$ cat src/rtl/switch_debouncer.sv
// rtl/switch_debouncer.sv - per-bit two-flop synchronizer and saturating stability counter debouncer
module switch_debouncer #(
    parameter int WIDTH         = 18,
    parameter int STABLE_CYCLES = 50000
) (
    input  logic             clock,
    input  logic             reset,
    input  logic [WIDTH-1:0] switches_raw,
    input  logic             freeze,
    output logic [WIDTH-1:0] switches,
    output logic             changed,
    output logic [WIDTH-1:0] change_mask
);

    // Counter only needs to reach STABLE_CYCLES-1; keep at least one bit for the 1-cycle case.
    localparam int            CW   = (STABLE_CYCLES > 1) ? $clog2(STABLE_CYCLES) : 1;
    localparam logic [CW-1:0] LAST = CW'(STABLE_CYCLES - 1);

    logic [WIDTH-1:0] sync1;
    logic [WIDTH-1:0] sync2;
    logic [CW-1:0]    count [WIDTH];

    always_ff @(posedge clock) begin
        if (reset) begin
            sync1       <= '0;
            sync2       <= '0;
            switches    <= '0;
            change_mask <= '0;
            for (int i = 0; i < WIDTH; i++) begin
                count[i] <= '0;
            end
        end else begin
            sync1       <= switches_raw;
            sync2       <= sync1;
            change_mask <= '0;
            for (int i = 0; i < WIDTH; i++) begin
                if (freeze || (sync2[i] == switches[i])) begin
                    count[i] <= '0;
                end else if (count[i] == LAST) begin
                    switches[i]    <= sync2[i];
                    change_mask[i] <= 1'b1;
                    count[i]       <= '0;
                end else begin
                    count[i] <= count[i] + CW'(1);
                end
            end
        end
    end

    // A single pulse covers every bit that updated on the same edge.
    assign changed = |change_mask;

endmodule

$ cat config.mk
export PLATFORM = sky130hd
export DESIGN_NAME = switch_debouncer
export DESIGN_NICKNAME = d
export VERILOG_FILES = /design/src/rtl/switch_debouncer.sv
export SDC_FILE = /design/constraint.sdc
export NUM_CORES = 1
export LEC_CHECK = 0
export CAP_MARGIN = 20
export CORE_MARGIN = 4
export CORE_UTILIZATION = 30
export CTS_CLUSTER_SIZE = 24
export DETAILED_ROUTE_END_ITERATION = 12
export PLACE_DENSITY_LB_ADDON = 0.15
export SLEW_MARGIN = 10
export SYNTH_ARGS = -nofsm -noshare
export SYNTH_HDL_FRONTEND = slang
export SYNTH_SLANG_ARGS = --single-unit
$ cat constraint.sdc
create_clock -name clock -period 2.22 [get_ports clock]
set_input_delay 0.444 -clock clock [delete_from_list [all_inputs] [get_ports clock]]
set_output_delay 0.444 -clock clock [all_outputs]
set_load 0.005 [all_outputs]
; ---- Word level (Yosys, flattened, before mapping)
; Memories as Yosys holds them, arrays and structs flattened.
; Cells that the tools add are included.
; W data, S select, Z words.
[classes]
mux = 254
eq_ne = 36
n_reduce_logical = 37
n_addsub = 18
n_bitwise = 72
[op_table]
columns = op, n
row1 = $mux W16, 54
row2 = $add A16 B1 Y16 const B, 18
row3 = $eq A16 B16 Y1 const B, 18
row4 = $mux W1, 200
row5 = $or A1 B1 Y1, 54
row6 = $reduce_and A2 Y1, 18
row7 = $eq A1 B1 Y1, 18
row8 = $logic_or A1 B1 Y1, 18
row9 = $not A1 Y1, 18
row10 = $reduce_or A18 Y1, 1
[totals]
in_bits = 21
ramBits = 288
output_inout_bits = 37
n_memories = 1
elab_cells = 439
ff_bits = 72
[mem_list]
columns = memory, words, width, rd, rd_clocked_by_memory_dff, wr, line
row1 = count, 18, 16, 18, 0, 18, 21  ; logic [CW-1:0] count [WIDTH];

; ---- Longest topological paths before layout
; Gate-level depths: netlist of run 1.
[logic_depth]
word_depth = 8
mapped_depth = 7
ltp_nobuf = 5

; ---- Worst setup path after synthesis of run 1
; OpenSTA, ideal clock, no wires.
[synth_timing]
path_kind = register to register
from = mem count[4][11] (netlist name)
to = mem count[4][10] (netlist name) (data pin)
setup_slack_ns = 0.041
synth_period_minus_slack_ns = 2.179
required_ns = 1.963
setup_ns = 0.257
stages_incl_launch_ff = 6
t_arrival_ns = 1.923
path_cell_list = edfxtp_1 -> or4_1 -> or4_4 -> nand3_1 -> buf_2 -> nor2_1
[synth_rtl]
columns = element, line
row1 = "start, declared", 21

; ---- Worst setup path in the final report of run 1
[layout_timing]
from = reg change_mask[9]
to = out changed
[layout_between]
elab_chain_len = 1
[layout_rtl]
columns = element, line
row1 = "start, declared", 12  ; output logic [WIDTH-1:0] change_mask
row2 = "start signal, assigned", 28  ; change_mask <= '0;
row3 = "start signal, assigned", 35  ; change_mask <= '0;
row4 = "start signal, assigned by index", 41  ; change_mask[i] <= 1'b1;
row5 = $reduce_or A18 Y1, 51  ; assign changed = |change_mask;
row6 = "end, declared", 11  ; output logic changed,
; Every way passes these cells.

==> impl_metrics.xml, run 1 <==
<?xml version="1.0" encoding="UTF-8"?>
<metrics>
  <group name="setup_path">
    <metric name="worst_setup_path_class" unit="">flop to primary output</metric>
    <metric name="critPathRequiredTime" unit="ns">1.78</metric>
    <metric name="critical_path.endpoint_type" unit="">primary output</metric>
    <metric name="worst_ep_arrival_time" unit="ns">2.04</metric>
    <metric name="start_kind" unit="">flop</metric>
    <metric name="critPathMaxFanout" unit="">2</metric>
  </group>
  <group name="final_layout">
    <metric name="antenna-diode-count" unit="">0</metric>
    <metric name="final_layout_size_suffix_gt1_share" unit="%">8.30</metric>
    <metric name="fill_cells" unit="">5955</metric>
    <metric name="post_route_cell_area" unit="mm^2">0.0227</metric>
    <metric name="multi_input_area" unit="mm^2">0.00854</metric>
    <metric name="final_core_util" unit="%">38.4</metric>
    <metric name="layout_commonest_cell" unit="">nor2_1</metric>
    <metric name="synthToLayoutAreaGrowth" unit="%">26.5</metric>
    <metric name="layout_common_cells" unit="">nor2_1 (328), edfxtp_1 (288), conb_1 (288), xnor2_1 (186), nand3_1 (106)</metric>
    <metric name="finalNetCount" unit="">2160</metric>
    <metric name="regArea" unit="mm^2">0.0101</metric>
  </group>
  <group name="detailed_routing">
    <metric name="via_count" unit="">12900</metric>
    <metric name="wl_per_cell" unit="um">12.6</metric>
    <metric name="totalWireLength" unit="um">36900</metric>
    <metric name="drt_iter0_markers" unit="">682</metric>
    <metric name="drt_pre_antenna_iters" unit="">4</metric>
    <metric name="drc" unit="">0</metric>
    <metric name="number_of_routed_nets_with_antenna_violations" unit="">0</metric>
    <metric name="route.detailed.vias_per_inst" unit="">4.41</metric>
  </group>
  <group name="clock_tree">
    <metric name="cts.repair_timing.setup_buffer_count" unit="">0</metric>
    <metric name="htreeDepth" unit="">2</metric>
    <metric name="hold_buffers" unit="">0</metric>
    <metric name="clockRootBuffer" unit="">clkbuf_16</metric>
    <metric name="clk_path_buf_depth" unit="">3</metric>
    <metric name="cts.clk_slew.worst_paths" unit="ns">0.06</metric>
    <metric name="clkLatencyLatePin" unit="ns">0.57</metric>
    <metric name="cts_made_buffers" unit="">45</metric>
    <metric name="clkSinkCount" unit="">360</metric>
    <metric name="cts_tree" unit="">done</metric>
  </group>
  <group name="place">
    <metric name="detailed_place.area" unit="mm^2">0.0211</metric>
    <metric name="gp_routability_congestion" unit="">0.787</metric>
    <metric name="place.detailed.hpwl" unit="um">25900</metric>
    <metric name="portBuffers" unit="">57</metric>
  </group>
  <group name="floorplanning">
    <metric name="initial_utilization" unit="%">30.4</metric>
    <metric name="area_enclosed_by_the_die_boundary" unit="mm^2">0.0637</metric>
    <metric name="design.core.area" unit="mm^2">0.0590</metric>
    <metric name="die_height" unit="um">252</metric>
    <metric name="die-width" unit="um">252</metric>
    <metric name="ios" unit="">58</metric>
    <metric name="placementRows" unit="">89</metric>
  </group>
  <group name="grt">
    <metric name="grt_first_pass_wirelength" unit="um">62300</metric>
    <metric name="antenna_found_initial" unit="">1</metric>
    <metric name="grt_overflow_total" unit="">0</metric>
    <metric name="globalRouteTotalUtil" unit="%">11.7</metric>
    <metric name="grt_max_degree" unit="">62</metric>
    <metric name="first_global_vias" unit="">12500</metric>
  </group>
  <group name="sta">
    <metric name="finalHoldViolations" unit="">0</metric>
    <metric name="timing.final.crit_share" unit="%">112</metric>
    <metric name="transition_at_the_pin_with_the_smallest_max_transition_slack" unit="ns">0.615</metric>
    <metric name="worst_clock_skew" unit="ns">0.0154</metric>
    <metric name="min_period" unit="ns">2.48</metric>
    <metric name="final_max_slew_viol_count" unit="">0</metric>
    <metric name="grt_setup_unrepaired" unit="">yes</metric>
    <metric name="setup_violations" unit="">1</metric>
    <metric name="layout_setup_ws" unit="ns">-0.265</metric>
    <metric name="fmax" unit="GHz">0.402</metric>
    <metric name="worst_max_slew_margin_expressed_relative_to_the_limit" unit="%">58.6</metric>
  </group>
  <group name="status">
    <metric name="status" unit="">finished with violations</metric>
    <metric name="failed_checks" unit="">setup timing</metric>
  </group>
  <group name="logic_synthesis">
    <metric name="yosys_register_bits" unit="">360</metric>
    <metric name="dominantRegCellSynth" unit="">edfxtp_1</metric>
    <metric name="synthCells" unit="">1686</metric>
    <metric name="synth_async_sr_flop_share" unit="%">0</metric>
    <metric name="synth-warning-count" unit="">0</metric>
    <metric name="syn_avg_cell_area" unit="um^2">10.6</metric>
    <metric name="synth_seq_area_share" unit="%">56.3</metric>
    <metric name="synth_enable_flop_cells" unit="">288</metric>
    <metric name="mappedNetlistArea" unit="mm^2">0.0179</metric>
    <metric name="yosys.cell_types.count" unit="">47</metric>
  </group>
  <group name="run">
    <metric name="cap_violations" unit="">0</metric>
  </group>
  <group name="pwr">
    <metric name="power-per-cell-area" unit="mW/mm^2">700</metric>
    <metric name="p_total" unit="uW">15900</metric>
    <metric name="ir_worst_vdd" unit="V">0.000556</metric>
    <metric name="p_leak" unit="uW">0.00788</metric>
  </group>
  <group name="hold_path">
    <metric name="min_delay_worst_type" unit="">primary input to flop</metric>
  </group>
</metrics>
worst max-delay path, cell delays in order (launching register included):
cell and delay (ns):
dfxtp_2 0.32, or4_4 0.52, or4_4 0.49, buf_6 0.13
metal layers:
layer / routed length (um) / vias up / global-route usage, %
met2: 16400 / 158 / 18.5
met5: 0 / - / 0
li1: - / 6662 / -
met1: 18100 / 6047 / 16.1
met3: 1560 / 59 / 2.68
met4: 918 / 0 / 3.56
path summary, 6_finish.rpt:
path | from | endpoint | slack (ns) | depth (start not counted)
setup / recovery | change_mask[9]$_SDFF_PP0_ | changed | -0.26 | 3
setup reg to reg | count[4][10]$_SDFFCE_PN0P_ | count[4][14]$_SDFFCE_PN0P_ | 0.12 | 5
hold / removal | freeze | switches[7]$_SDFFE_PP0P_ | 0.29 | 3
hold reg to reg | sync1[14]$_SDFF_PP0_ | sync2[14]$_SDFF_PP0_ | 0.44 | 1
cell families (layout without fill, tap and decap cells):
family,after synthesis,in the layout,synth area share (%)
DFF,360,360,56.3
and+or+nand+nor,881,881,25.3
other,1,288,0.0209
adders and majority gates,18,18,1.26
xor gates and xnor gates,261,261,12.8
buffers and inverters,107,291,2.37
AOI/OAI and AO/OA,58,58,1.95
what timing repair did:
| item | CTS | global route |
|---|---|---|
| endpoints found under the setup margin | 1 | 1 |
| pin swaps | 2 | 3 |
| resized for setup | 13 | 4 |
where the power goes:
| part | total, uW | switching [uW] | internal, uW | leakage (uW) |
|---|---|---|---|---|
| combinational | 626 | 346 | 280 | 0.00356 |
| clock | 7490 | 2860 | 4630 | 0.000750 |
| sequential | 7760 | 238 | 7520 | 0.00356 |
sequential cells by signal, indices dropped and copies added (netlist names):
register,cells
switches,18
sync2,18
count,288
change_mask,18
sync1,18
synthesized netlist by cell type, drive strengths merged (7+ instances only):
cell type | number | area, um^2
a21oi | 21 | 105
xor2 | 75 | 657
dfxtp | 72 | 1440
xnor2 | 186 | 1630
and4 | 13 | 114
and3 | 15 | 93.8
nand2 | 81 | 304
or3b | 8 | 70.1
ha | 18 | 225
nand4 | 78 | 488
buf | 11 | 65.1
nor4bb | 9 | 90.1
clkbuf | 31 | 116
nor4 | 83 | 519
or4 | 19 | 169
nand3 | 107 | 536
nand4b | 8 | 70.1
or4bb | 7 | 78.8
inv | 65 | 244
nor3 | 51 | 255
edfxtp | 288 | 8650
o21ai | 19 | 95.1
nor2 | 329 | 1230
or3 | 9 | 56.3
nor2b | 41 | 257
metrics by stage:
step	worst slack, ns	setup TNS [ns]	instances	hold WS (ns)
floorplan	0.0407	0	1973	0.414
global placement	-0.0706	-0.0706	2847	0.421
detailed placement	-0.117	-0.117	2847	0.427
CTS	-0.337	-0.337	2930	0.257
global route	-0.324	-0.324	2930	0.303
finish	-0.265	-0.265	2930	0.288
final cells by class:
type / instances / area share (%)
clock buffers: 69 / 6.10
well taps: 773 / 4.27
repair buffers: 143 / 5.72
multi-input cells: 1506 / 37.7
clock inverters: 14 / 0.635
inverters: 65 / 1.08
flip-flops and latches: 360 / 44.5
(Power assumes the default switching activity.)
==> inputs of run 2 (changes only) <==
HOLD_SLACK_MARGIN = 0.12   (was unset)
clock period = 3.2 ns   (was 2.22 ns; I/O delays follow)
==> run 2 against run 1 <==
Net effect:
- the flow now finishes without violations
- worst setup slack improved by 0.48 ns
- cell area decreased by 3.4%
- critical path depth increased by 1
- non-clock buffer count decreased by 78
- sequential power decreased by 30%
- critical path type unchanged
- largest power group unchanged
==> impl_metrics.xml, run 2 (synthesis gave the netlist of run 1 again) <==
<?xml version="1.0" encoding="UTF-8"?>
<metrics>
  <group name="status">
    <metric name="status" unit="">complete, no violations</metric>
  </group>
  <group name="final_layout">
    <metric name="final_layout_size_suffix_gt1_share" unit="%">4.72</metric>
    <metric name="layout_common_cells" unit="">nor2_1 (328), edfxtp_1 (288), conb_1 (288), xnor2_1 (186), nand3_1 (107)</metric>
    <metric name="finalNetCount" unit="">2081</metric>
    <metric name="multi_input_area" unit="mm^2">0.00849</metric>
    <metric name="fill_cells" unit="">5990</metric>
    <metric name="layout_commonest_cell" unit="">nor2_1</metric>
    <metric name="final_cell_count_no_fill" unit="">2849</metric>
    <metric name="regArea" unit="mm^2">0.0101</metric>
    <metric name="max_flop_register" unit="">count</metric>
    <metric name="largest_register_ffs" unit="">288</metric>
    <metric name="final_core_util" unit="%">37.1</metric>
    <metric name="synthToLayoutAreaGrowth" unit="%">22.3</metric>
    <metric name="antenna-diode-count" unit="">0</metric>
  </group>
  <group name="place">
    <metric name="place.detailed.hpwl" unit="um">24900</metric>
    <metric name="portBuffers" unit="">57</metric>
    <metric name="gp_routability_congestion" unit="">0.749</metric>
    <metric name="dpl.cell_count" unit="">2769</metric>
  </group>
  <group name="grt">
    <metric name="grt_max_degree" unit="">62</metric>
    <metric name="met2_usage" unit="%">17.6</metric>
    <metric name="globalRouteTotalUtil" unit="%">11.3</metric>
    <metric name="grt_util_met1" unit="%">15.6</metric>
    <metric name="gr-usage-met3" unit="%">2.87</metric>
    <metric name="grt-busiest-layer" unit="">met2</metric>
    <metric name="first_global_vias" unit="">11900</metric>
    <metric name="antenna_found_initial" unit="">2</metric>
    <metric name="grt_first_pass_wirelength" unit="um">59700</metric>
    <metric name="grt_overflow_total" unit="">0</metric>
  </group>
  <group name="floorplanning">
    <metric name="initial_utilization" unit="%">30.4</metric>
    <metric name="die-width" unit="um">252</metric>
    <metric name="die_height" unit="um">252</metric>
    <metric name="ios" unit="">58</metric>
    <metric name="design.core.area" unit="mm^2">0.0590</metric>
    <metric name="area_enclosed_by_the_die_boundary" unit="mm^2">0.0637</metric>
    <metric name="placementRows" unit="">89</metric>
  </group>
  <group name="detailed_routing">
    <metric name="wl_per_cell" unit="um">12.6</metric>
    <metric name="number_of_routed_nets_with_antenna_violations" unit="">0</metric>
    <metric name="drt_pre_antenna_iters" unit="">5</metric>
    <metric name="via_count" unit="">12600</metric>
    <metric name="route.detailed.vias_per_inst" unit="">4.41</metric>
    <metric name="totalWireLength" unit="um">35900</metric>
    <metric name="drt_iter0_markers" unit="">612</metric>
    <metric name="drc" unit="">0</metric>
  </group>
  <group name="pwr">
    <metric name="ir_worst_vdd" unit="V">0.000371</metric>
    <metric name="power-per-cell-area" unit="mW/mm^2">496</metric>
    <metric name="p_total" unit="uW">10900</metric>
    <metric name="p_leak" unit="uW">0.00744</metric>
  </group>
  <group name="sta">
    <metric name="fmax" unit="GHz">0.335</metric>
    <metric name="worst_clock_skew" unit="ns">0.0142</metric>
    <metric name="min_period" unit="ns">2.99</metric>
    <metric name="worst_max_slew_margin_expressed_relative_to_the_limit" unit="%">48.3</metric>
    <metric name="fin_setup_tns" unit="ns">0</metric>
    <metric name="finalHoldViolations" unit="">0</metric>
    <metric name="timing.final.crit_share" unit="%">93.3</metric>
    <metric name="fin_hold_ws" unit="ns">0.433</metric>
    <metric name="transition_at_the_pin_with_the_smallest_max_transition_slack" unit="ns">0.776</metric>
    <metric name="setup_violations" unit="">0</metric>
    <metric name="grt_setup_unrepaired" unit="">no</metric>
    <metric name="final_max_slew_viol_count" unit="">0</metric>
  </group>
  <group name="hold_path">
    <metric name="min_delay_worst_type" unit="">flop to flop</metric>
  </group>
  <group name="setup_path">
    <metric name="critical_path.endpoint_type" unit="">primary output</metric>
    <metric name="critPathRequiredTime" unit="ns">2.56</metric>
    <metric name="worst_ep_arrival_time" unit="ns">2.35</metric>
    <metric name="start_kind" unit="">flop</metric>
    <metric name="worst_setup_path_class" unit="">flop to primary output</metric>
    <metric name="critPathMaxFanout" unit="">2</metric>
    <metric name="setup.reg_to_reg.worst_slack" unit="ns">0.72</metric>
  </group>
  <group name="clock_tree">
    <metric name="hold_buffers" unit="">0</metric>
    <metric name="clk_path_buf_depth" unit="">3</metric>
    <metric name="cts_made_buffers" unit="">44</metric>
    <metric name="cts.repair_timing.setup_buffer_count" unit="">0</metric>
    <metric name="cts_tree" unit="">done</metric>
    <metric name="clkLatencyLatePin" unit="ns">0.56</metric>
    <metric name="clockRootBuffer" unit="">clkbuf_16</metric>
    <metric name="cts.clk_slew.worst_paths" unit="ns">0.06</metric>
    <metric name="clkSinkCount" unit="">360</metric>
    <metric name="htreeDepth" unit="">2</metric>
  </group>
  <group name="run">
    <metric name="cap_violations" unit="">0</metric>
  </group>
</metrics>
-- run 2: changes by cell type in the layout (fill, tap and decap cells not counted), moves of 4 or more --
cell	delta
buf_12	-7
clkbuf_1	-8
clkinv_2	+4
clkbuf_16	-4
buf_4	-71
-- run 2: report_power, final --
part | internal (uW) | total [uW] | switching [uW] | leakage, uW
clock network | 3130 | 5090 | 1960 | 0.000747
registers | 5220 | 5400 | 181 | 0.00356
logic | 162 | 376 | 214 | 0.00313
-- run 2: final cells by class --
class	count	share of cell area [%]
repair buffers	65	2.84
inverters	65	1.11
well taps	773	4.42
clock inverters	21	0.954
clock buffers	59	5.85
multi-input cells	1506	38.8
flip-flops and latches	360	46.1
-- run 2: routing by layer --
| layer | share of wire [%] | wire length (um) |
|---|---|---|
| met1 | 49 | 17700 |
| met2 | 44 | 15600 |
| met3 | 4.8 | 1730 |
| met4 | 2.2 | 797 |
| met5 | 0 | 0 |
-- run 2: final timing paths --
kind | start | end | cells past startpoint
min reg2reg | sync1[8]$_SDFF_PP0_ | sync2[8]$_SDFF_PP0_ | 1
max reg2reg | count[9][10]$_SDFFCE_PN0P_ | count[9][4]$_SDFFCE_PN0P_ | 4
min | sync1[8]$_SDFF_PP0_ | sync2[8]$_SDFF_PP0_ | 1
max | change_mask[8]$_SDFF_PP0_ | changed | 4
-- run 2: critical path, cell delays in order (launching register included) --
cell and delay [ns]:
dfxtp_1 0.32, nor4_2 0.49, nand3_1 0.12, or4_1 0.40
clkdlybuf4s50_1 0.45
-- run 2: per-stage QoR --
| step | instance area [um^2] | worst slack (ns) |
|---|---|---|
| finish | 21900 | 0.214 |
| global route | 21900 | 0.0845 |
| CTS | 21900 | 0.169 |
| detailed placement | 20400 | 0.598 |
| global placement | 20400 | 0.637 |
| floorplan | 19000 | 1.02 |
-- run 2: repair_timing --
| item | CTS | global route |
|---|---|---|
| setup endpoints to repair | 1 | 0 |
| resized for setup | 1 | 0 |
| endpoints found under the hold margin | 0 | 0 |
==> inputs of run 3 (changes only) <==
ABC_CLOCK_PERIOD_IN_PS = 3200   (was unset)
==> results of run 3 <==
Final layout, timing and power as in run 2 (identical DEF).
